`config.mk`:
```
export PLATFORM = sky130hd
export DESIGN_NAME = ysyx_23060236_axi_arbiter
export DESIGN_NICKNAME = d
export VERILOG_FILES = /design/src/rtl/ysyx_23060236_axi_pkg.sv /design/src/rtl/ysyx_23060236_rr_pick.sv /design/src/rtl/ysyx_23060236_axi_arbiter.sv
export SDC_FILE = /design/constraint.sdc
export NUM_CORES = 1
export LEC_CHECK = 0
export ABC_AREA = 1
export CAP_MARGIN = 30
export CORE_AREA = 2 2 196 198
export CTS_CLUSTER_SIZE = 30
export DETAILED_ROUTE_END_ITERATION = 6
export DIE_AREA = 0 0 198 200
export PLACE_DENSITY = 0.42
export SYNTH_ARGS = -nofsm -noshare
export SYNTH_HDL_FRONTEND = slang
export SYNTH_SLANG_ARGS = --single-unit
```
`constraint.sdc`:
```
create_clock -name clock -period 1.3 [get_ports clock]
set_input_delay 0.13 -clock clock [delete_from_list [all_inputs] [get_ports clock]]
set_output_delay 0.13 -clock clock [all_outputs]
set_load 0.01 [all_outputs]
```
`src/rtl/ysyx_23060236_axi_pkg.sv`:
```
// Shared definitions for the ysyx_23060236 AXI arbiter: FSM states, AXI burst and
// response encodings, and a one-hot to index helper used by the grant logic.
package ysyx_23060236_axi_pkg;

  typedef enum logic [2:0] {
    IDLE  = 3'd0,
    RADDR = 3'd1,
    RDATA = 3'd2,
    WADDR = 3'd3,
    WRESP = 3'd4
  } arb_state_e;

  localparam logic [1:0] BURST_FIXED = 2'b00;
  localparam logic [1:0] BURST_INCR  = 2'b01;
  localparam logic [1:0] BURST_WRAP  = 2'b10;

  localparam logic [1:0] RESP_OKAY   = 2'b00;
  localparam logic [1:0] RESP_EXOKAY = 2'b01;
  localparam logic [1:0] RESP_SLVERR = 2'b10;
  localparam logic [1:0] RESP_DECERR = 2'b11;

  // OR-reduction of set bit positions; exact for a one-hot (or zero) input.
  function automatic logic [2:0] onehot8_to_idx(input logic [7:0] oh);
    logic [2:0] idx;
    idx = 3'd0;
    for (int i = 0; i < 8; i++) begin
      if (oh[i]) begin
        idx = idx | 3'(i);
      end else begin
        idx = idx;
      end
    end
    return idx;
  endfunction

endpackage

```
`src/rtl/ysyx_23060236_rr_pick.sv`:
```
// Round-robin picker: returns the one-hot of the first requester at or above ptr,
// wrapping past NM-1 back to 0.
module ysyx_23060236_rr_pick
  import ysyx_23060236_axi_pkg::*;
#(
  parameter int NM = 2,
  parameter int PW = (NM > 1) ? $clog2(NM) : 1
) (
  input  logic [NM-1:0] req,
  input  logic [PW-1:0] ptr,
  output logic [NM-1:0] grant
);

  logic found_s;
  int   idx_s;

  // Scan NM positions starting at ptr; the first requester seen wins.
  always_comb begin
    grant   = '0;
    found_s = 1'b0;
    idx_s   = 0;
    for (int i = 0; i < NM; i++) begin
      idx_s = int'(ptr) + i;
      if (idx_s >= NM) begin
        idx_s = idx_s - NM;
      end else begin
        idx_s = idx_s;
      end
      if (!found_s && req[idx_s[PW-1:0]]) begin
        grant[idx_s[PW-1:0]] = 1'b1;
        found_s              = 1'b1;
      end else begin
        found_s = found_s;
      end
    end
  end

endmodule

```
`src/rtl/ysyx_23060236_axi_arbiter.sv`:
```
// NM-to-1 AXI4 arbiter: one outstanding transaction at a time, round-robin between
// masters, read before write within a master. Grant is held until the response completes.
module ysyx_23060236_axi_arbiter
  import ysyx_23060236_axi_pkg::*;
#(
  parameter int NM  = 2,
  parameter int AW  = 32,
  parameter int DW  = 32,
  parameter int IDW = 4
) (
  input  logic               clock,
  input  logic               reset,
  // upstream read address
  input  logic [NM-1:0]      m_arvalid,
  output logic [NM-1:0]      m_arready,
  input  logic [NM*AW-1:0]   m_araddr,
  input  logic [NM*8-1:0]    m_arlen,
  input  logic [NM*3-1:0]    m_arsize,
  input  logic [NM*2-1:0]    m_arburst,
  // upstream read data
  output logic [NM-1:0]      m_rvalid,
  input  logic [NM-1:0]      m_rready,
  output logic [DW-1:0]      m_rdata,
  output logic [1:0]         m_rresp,
  output logic               m_rlast,
  // upstream write address
  input  logic [NM-1:0]      m_awvalid,
  output logic [NM-1:0]      m_awready,
  input  logic [NM*AW-1:0]   m_awaddr,
  input  logic [NM*8-1:0]    m_awlen,
  input  logic [NM*3-1:0]    m_awsize,
  input  logic [NM*2-1:0]    m_awburst,
  // upstream write data
  input  logic [NM-1:0]      m_wvalid,
  output logic [NM-1:0]      m_wready,
  input  logic [NM*DW-1:0]   m_wdata,
  input  logic [NM*DW/8-1:0] m_wstrb,
  input  logic [NM-1:0]      m_wlast,
  // upstream write response
  output logic [NM-1:0]      m_bvalid,
  input  logic [NM-1:0]      m_bready,
  output logic [1:0]         m_bresp,
  // downstream master
  input  logic               io_master_arready,
  output logic               io_master_arvalid,
  output logic [AW-1:0]      io_master_araddr,
  output logic [IDW-1:0]     io_master_arid,
  output logic [7:0]         io_master_arlen,
  output logic [2:0]         io_master_arsize,
  output logic [1:0]         io_master_arburst,
  output logic               io_master_rready,
  input  logic               io_master_rvalid,
  input  logic [1:0]         io_master_rresp,
  input  logic [DW-1:0]      io_master_rdata,
  input  logic               io_master_rlast,
  input  logic [IDW-1:0]     io_master_rid,
  input  logic               io_master_awready,
  output logic               io_master_awvalid,
  output logic [AW-1:0]      io_master_awaddr,
  output logic [IDW-1:0]     io_master_awid,
  output logic [7:0]         io_master_awlen,
  output logic [2:0]         io_master_awsize,
  output logic [1:0]         io_master_awburst,
  input  logic               io_master_wready,
  output logic               io_master_wvalid,
  output logic [DW-1:0]      io_master_wdata,
  output logic [DW/8-1:0]    io_master_wstrb,
  output logic               io_master_wlast,
  output logic               io_master_bready,
  input  logic               io_master_bvalid,
  input  logic [1:0]         io_master_bresp,
  input  logic [IDW-1:0]     io_master_bid
);

  localparam int PW = (NM > 1) ? $clog2(NM) : 1;
  localparam int SW = DW / 8;

  arb_state_e    state_r;
  logic [PW-1:0] grant_r;
  logic [PW-1:0] rr_ptr_r;
  logic          aw_done_r;
  logic          w_done_r;

  logic [NM-1:0] req_s;
  logic [NM-1:0] pick_s;
  logic [PW-1:0] pick_idx_s;
  logic [PW-1:0] rr_next_s;
  logic          ar_hs_s;
  logic          r_last_hs_s;
  logic          aw_hs_s;
  logic          w_last_hs_s;
  logic          b_hs_s;
  logic          aw_done_s;
  logic          w_done_s;
  logic          unused_id_s;

  // Only one transaction is ever in flight, so response IDs carry no information.
  assign unused_id_s = ^{io_master_rid, io_master_bid};

  assign req_s = m_arvalid | m_awvalid;

  ysyx_23060236_rr_pick #(
    .NM (NM),
    .PW (PW)
  ) u_rr_pick (
    .req   (req_s),
    .ptr   (rr_ptr_r),
    .grant (pick_s)
  );

  assign pick_idx_s = PW'(onehot8_to_idx(8'(pick_s)));
  assign rr_next_s  = (grant_r == PW'(NM - 1)) ? '0 : grant_r + PW'(1);

  assign ar_hs_s     = io_master_arvalid & io_master_arready;
  assign r_last_hs_s = io_master_rvalid & io_master_rready & io_master_rlast;
  assign aw_hs_s     = io_master_awvalid & io_master_awready;
  assign w_last_hs_s = io_master_wvalid & io_master_wready & io_master_wlast;
  assign b_hs_s      = io_master_bvalid & io_master_bready;
  assign aw_done_s   = aw_done_r | aw_hs_s;
  assign w_done_s    = w_done_r | w_last_hs_s;

  // Broadcast response payloads; only the granted master sees a valid.
  assign m_rdata = io_master_rdata;
  assign m_rresp = io_master_rresp;
  assign m_rlast = io_master_rlast;
  assign m_bresp = io_master_bresp;

  // Payload and handshake routing between the granted master and the downstream port.
  always_comb begin
    io_master_araddr  = m_araddr[grant_r*AW +: AW];
    io_master_arlen   = m_arlen[grant_r*8 +: 8];
    io_master_arsize  = m_arsize[grant_r*3 +: 3];
    io_master_arburst = m_arburst[grant_r*2 +: 2];
    io_master_arid    = IDW'(grant_r);
    io_master_awaddr  = m_awaddr[grant_r*AW +: AW];
    io_master_awlen   = m_awlen[grant_r*8 +: 8];
    io_master_awsize  = m_awsize[grant_r*3 +: 3];
    io_master_awburst = m_awburst[grant_r*2 +: 2];
    io_master_awid    = IDW'(grant_r);
    io_master_wdata   = m_wdata[grant_r*DW +: DW];
    io_master_wstrb   = m_wstrb[grant_r*SW +: SW];
    io_master_wlast   = m_wlast[grant_r];
    io_master_arvalid = 1'b0;
    io_master_rready  = 1'b0;
    io_master_awvalid = 1'b0;
    io_master_wvalid  = 1'b0;
    io_master_bready  = 1'b0;
    m_arready         = '0;
    m_rvalid          = '0;
    m_awready         = '0;
    m_wready          = '0;
    m_bvalid          = '0;
    case (state_r)
      RADDR: begin
        io_master_arvalid  = m_arvalid[grant_r];
        m_arready[grant_r] = io_master_arready;
      end
      RDATA: begin
        io_master_rready  = m_rready[grant_r];
        m_rvalid[grant_r] = io_master_rvalid;
      end
      WADDR: begin
        // Each channel is masked once its own handshake has completed.
        io_master_awvalid  = m_awvalid[grant_r] & ~aw_done_r;
        m_awready[grant_r] = io_master_awready & ~aw_done_r;
        io_master_wvalid   = m_wvalid[grant_r] & ~w_done_r;
        m_wready[grant_r]  = io_master_wready & ~w_done_r;
      end
      WRESP: begin
        io_master_bready  = m_bready[grant_r];
        m_bvalid[grant_r] = io_master_bvalid;
      end
      default: begin
        io_master_arvalid = 1'b0;
      end
    endcase
  end

  // Transaction FSM: grant latched in IDLE and held until the closing handshake.
  always_ff @(posedge clock or negedge reset) begin
    if (!reset) begin
      state_r   <= IDLE;
      grant_r   <= '0;
      rr_ptr_r  <= '0;
      aw_done_r <= 1'b0;
      w_done_r  <= 1'b0;
    end else begin
      case (state_r)
        IDLE: begin
          if (|req_s) begin
            grant_r   <= pick_idx_s;
            aw_done_r <= 1'b0;
            w_done_r  <= 1'b0;
            if (m_arvalid[pick_idx_s]) begin
              state_r <= RADDR;
            end else begin
              state_r <= WADDR;
            end
          end
        end
        RADDR: begin
          if (ar_hs_s) begin
            state_r <= RDATA;
          end
        end
        RDATA: begin
          if (r_last_hs_s) begin
            state_r  <= IDLE;
            rr_ptr_r <= rr_next_s;
          end
        end
        WADDR: begin
          aw_done_r <= aw_done_s;
          w_done_r  <= w_done_s;
          if (aw_done_s && w_done_s) begin
            state_r <= WRESP;
          end
        end
        WRESP: begin
          if (b_hs_s) begin
            state_r  <= IDLE;
            rr_ptr_r <= rr_next_s;
          end
        end
        default: begin
          state_r <= IDLE;
        end
      endcase
    end
  end

endmodule

```
# Yosys cells after proc, flatten, opt, wreduce, memory -nomap -nowiden
# Cells that the tools add are included.
[word_totals]
out_inout_bits = 187
wordCells = 128
in_bits = 316
register_bits = 7
[op_classes]
eq_ne = 9
muxes = 54
n_lt_le_gt_ge = 9
addsub = 4
bitwise_logic = 22
n_shift = 10
multipliers = 1
reduce_logical = 14
[ops]
columns = ["op", "count"]
rows = [
  ["64-bit by 7-bit variable part select with 32-bit output", 3],
  ["1-bit 2-to-1 mux", 34],
  ["16-bit by 5-bit variable part select with 8-bit output", 2],
  ["2-bit 2-to-1 mux", 8],
  ["3-bit 2-to-1 mux", 5],
  ["3-bit case mux with 5 select lines", 1],
  ["6-bit by 4-bit variable part select with 3-bit output", 2],
  ["1-bit AND", 11],
  ["2-bit AND", 5],
  ["2-bit inequality test, second input constant", 5],
  ["1-bit by 2-bit < comparator with 1-bit output, second input constant", 4],
  ["4-bit by 3-bit variable part select with 2-bit output", 2],
  ["8-bit by 4-bit variable part select with 4-bit output", 1],
  ["3-bit by 2-bit equality test with 1-bit output, second input constant", 2],
  ["1-bit case mux with 2 select lines", 3],
  ["1-bit logical AND", 5],
  ["5-bit AND reduction", 1],
  ["2-bit OR", 2],
  ["2-bit AND reduction", 2],
  ["2-bit nonzero test", 2],
  ["1-bit demux with 1-bit select", 3],
  ["3-bit by 1-bit equality test with 1-bit output, second input constant", 1],
  ["3-bit equality test, second input constant", 1],
  ["1-bit greater-or-equal comparator, second input constant", 3],
  ["other kinds (12)", 15],
]

# Depth between registers and ports, before layout
[depth]
ltp_word = 15
depth_mapped = 12
depth_no_buf = 11

# Cells and area by module
# A second synthesis with hierarchy kept.
[unflattened]
cells_unflattened = 568
area_unflattened_um2 = 2557.5
[modules_own_cells]
columns = ["mod", "area_per_inst_um2", "cells_per_inst", "instances", "seq_area_each_um2"]
rows = [
  ["ysyx_23060236_axi_arbiter", 2529.9, 564, 1, 175.2],
  ["ysyx_23060236_rr_pick", 27.5, 4, 1, 0.0],
]

# Worst setup path before layout
# No wires, ideal clock.
[synth_timing]
path_type = "register to output"
start = "register grant_r"
end = "output io_master_arlen[1]"
required_time_ns = 1.170
arrival_ns = 1.213
stages_incl_launch_ff = 7
n_path_buf = 3
setup_slack_ns = -0.043
path_cell_list = "dfrtp_1 -> buf_4 -> inv_4 -> buf_2 -> clkbuf_1 -> nand2_1 -> nand2_1"
[synth_via]
elab_chain_cells = 1
[synth_rtl]
columns = ["element", "line_no", "text"]
rows = [
  ["start, declared", "ysyx_23060236_axi_arbiter.sv:79", "logic [PW-1:0] grant_r;"],
  ["start signal, assigned", "ysyx_23060236_axi_arbiter.sv:191", "grant_r <= pick_idx_s;"],
  ["16-bit by 5-bit variable part select with 8-bit output", "ysyx_23060236_axi_arbiter.sv:131", "io_master_arlen = m_arlen[grant_r*8 +: 8];"],
  ["end, declared", "ysyx_23060236_axi_arbiter.sv:48", "output logic [7:0] io_master_arlen,"],
]
# No other way between the ends.

# Final worst setup path
[layout_timing]
start = "register grant_r"
end = "output io_master_arvalid"
[layout_via]
elab_chain_cells = 3
[layout_rtl]
columns = ["element", "line_no", "text"]
rows = [
  ["1-bit 2-to-1 mux (implied by the code) (2 in series)", "ysyx_23060236_axi_arbiter.sv:155", "io_master_arvalid = m_arvalid[grant_r];"],
  ["1-bit 2-to-1 mux", "ysyx_23060236_axi_arbiter.sv:153", "case (state_r)"],
  ["end, declared", "ysyx_23060236_axi_arbiter.sv:45", "output logic io_master_arvalid,"],
]
# No other way between the ends. The select of a mux whose other input is x is not followed.

==> flow_metrics.py <==
metrics = {
    "logic_synthesis": {
        "mappedNetlistArea_mm2": 0.002601,
        "ys_warn_count": 0,
        "synthTopCellsByArea": "nand2_1 (60%), buf_4 (13%), dfrtp_1 (6.7%)",
        "synth_top_area_share_pct": 60.46,
        "synth_cell_types": 22,
        "seq_area_frac_synth_pct": 6.734,
        "synth_area_per_cell_um2": 4.532,
        "synth_area_leader_cell": "nand2_1",
        "synth_cells": 574,
        "ys_seq_elements": 7,
    },
    "worst_hold_path": {
        "hold_path.class": "in -> async",
    },
    "setup_path": {
        "path_cells": "buf_12 > buf_4 > nand2_4 > o21ai_4 > buf_12 > inv_2 > nor2_1 > buf_2",
        "worstPathRequired_ns": 1.17,
        "cpMaxStageDelayCell": "dfrtp_4",
        "critPathMostFrequentCell": "buf_12",
        "cp-end-kind": "primary output",
        "cp.arrival_ns": 1.61,
        "critPathLaunch": "grant_r",
        "crit_buf_inv": 5,
        "crit_type": "reg -> out",
        "r2r_slack_ns": -0.44,
        "r2r-start": "grant_r",
        "cp_max_fo": 6,
        "cp_top_family": "buffers and inverters",
        "max_stage_delay_ns": 0.57,
        "start_kind": "register",
    },
    "floorplanning": {
        "die_area_mm2": 0.03960,
        "ios": 503,
        "initial_core_util_pct": 6.955,
        "coreArea_mm2": 0.03740,
        "rows": 71,
        "fp.dieH_um": 200,
        "die_x_um": 198,
    },
    "clocking": {
        "numCtsBuffers": 3,
        "clk_pin_slew_ns": 0.04,
        "cts_tree": "built",
        "clock_latency_ns": 0.24,
        "root_buffer": "clkbuf_16",
        "clk_path_buf_depth": 2,
        "htreeDepth": 1,
        "cts_sinks": 7,
        "ctsHoldBuffers": 0,
    },
    "timing": {
        "fmax_mhz": 574.1,
        "hold_viol_final": 0,
        "rsz0062_at_grt": "true",
        "setup_viol": 151,
        "drv_slew": 0,
        "min_period_ns": 1.742,
        "period_share_pct": 134.0,
        "clock_skew_ns": 0.001690,
        "setup_ws_ns": -0.4420,
    },
    "routing": {
        "post_drt_wl_per_cell_um": 15.70,
        "drt_iter0_drc": 79,
        "routed_wl_um": 24460,
        "firstDrtPassIters": 4,
        "vias": 5276,
        "drc_errors": 0,
        "ant_nets": 0,
        "vias_per_cell": 3.386,
    },
    "global_routing": {
        "grt_max_degree": 17,
        "gr-total-overflow": 0,
        "antenna_found_initial": 0,
        "grt_usage_pct": 10.41,
        "grt_pass1_vias": 5146,
        "grt_pass1_wl_um": 30330,
    },
    "cells_and_area": {
        "syn_to_final_growth_pct": 273.4,
        "layout-drive-gt1-share_pct": 51.10,
        "stdcell_count": 1558,
        "num-nets-final": 1364,
        "n_antenna_cell": 0,
        "final_core_util_pct": 25.97,
    },
    "place": {
        "portBuffers": 416,
        "post-dp-hpwl_um": 16490,
        "finalWeightedCongestion": 0.7335,
        "placedCellCount": 1474,
    },
    "power": {
        "power_density_mw_per_mm2": 1680,
        "leakage_nw": 4.862,
        "ir_drop_v": 0.0006675,
    },
    "outcome": {
        "status": "finished, violations left",
        "violations": "setup timing",
    },
    "run": {
        "cap_violations": 0,
    },
}
-- worst paths after layout --
check | end | depth (start not counted)
min in group clock | m_rdata[23] | 0
worst min register to register | rr_ptr_r | 2
worst max-delay path | io_master_arvalid | 8
worst min-delay path | w_done_r | 1
max in group asynchronous | grant_r | 1
worst max register to register | state_r[1] | 13
-- repair_timing --
item                                   in CTS  in global routing
pin swaps                                  59                 87
cloned                                     17                  7
endpoints found under the hold margin       0                  0
setup endpoints to repair                 152                151
resized for setup                         784                319
setup buffers                              41                 24
-- through the flow --
stage	area [um^2]	setup TNS (ns)	power [mW]	setup slack (ns)	hold WS (ns)
6_report	9712	-50.89	16.31	-0.4420	0.2048
2_1_floorplan	2621	-0.04886	4.359	-0.01222	-0.1656
5_1_grt	9712	-57.18	17.44	-0.5348	0.2307
4_1_cts	8330	-52.36	13.47	-0.4764	0.2166
3_3_place_gp	7360	-61.67	9.844	-0.5277	0.2601
3_5_place_dp	7360	-62.16	9.793	-0.5270	0.2601
-- kinds of logic (layout without fill, tap and decap cells) --
| group | after synthesis | count (layout) | share of synthesized area [%] |
|---|---|---|---|
| other cells | 1 | 6 | 0.1442 |
| buf+inv | 103 | 571 | 23.14 |
| simple gates | 454 | 454 | 67.87 |
| compound gates | 9 | 9 | 2.116 |
| flops | 7 | 7 | 6.734 |
-- sequential cells by signal, indices dropped and copies added, names as in the netlist --
register / cells
w_done_r: 1
state_r: 3
rr_ptr_r: 1
grant_r: 1
aw_done_r: 1
-- report_power, final --
group	internal [mW]	total, mW	switching, mW
registers	0.308	0.489	0.181
clock network	0.410	0.546	0.136
logic	8.16	15.3	7.11
total	8.88	16.3	7.43
-- synth_stat cells, drive strengths merged --
cell	instances
nor3	15
or2	1
inv	27
o211ai	1
dfrtp	7
o21ai	6
nand3	6
nor2	8
conb	1
clkbuf	11
nand2	424
buf	65
a21oi	2
-- cell usage in the layout, fill, tap and decap left out, drive strengths merged --
| master | count |
|---|---|
| bufbuf | 1 |
| inv | 28 |
| dfrtp | 7 |
| nand2 | 424 |
| a21oi | 2 |
| dlygate4sd2 | 1 |
| or2 | 1 |
| clkdlybuf4s50 | 271 |
| nor3 | 15 |
| nand3 | 6 |
| o21ai | 6 |
| conb | 6 |
| clkbuf | 11 |
| buf | 259 |
| o211ai | 1 |
| nor2 | 8 |
-- metal layers --
layer	wire, um	track usage (%)	vias up	share of wire (%)
met2	12500	19.47	314	51
met3	2017	2.386	28	8.2
met4	829	4.456	0	3.4
met1	9109	11.24	2330	37
met5	0	0	-	0
li1	-	-	2604	-
-- cell type report --
type	count	area (um^2)
Clock buffer	4	78.83
Sequential cell	7	181.4
Multi-Input combinational cell	469	3034
Tap cell	511	639.4
Timing Repair Buffer	539	5650
Timing Repair inverter	1	11.26
Inverter	27	116.4
Fill cell	4094	27690
Note: power is estimated with default switching activity, not from simulation.
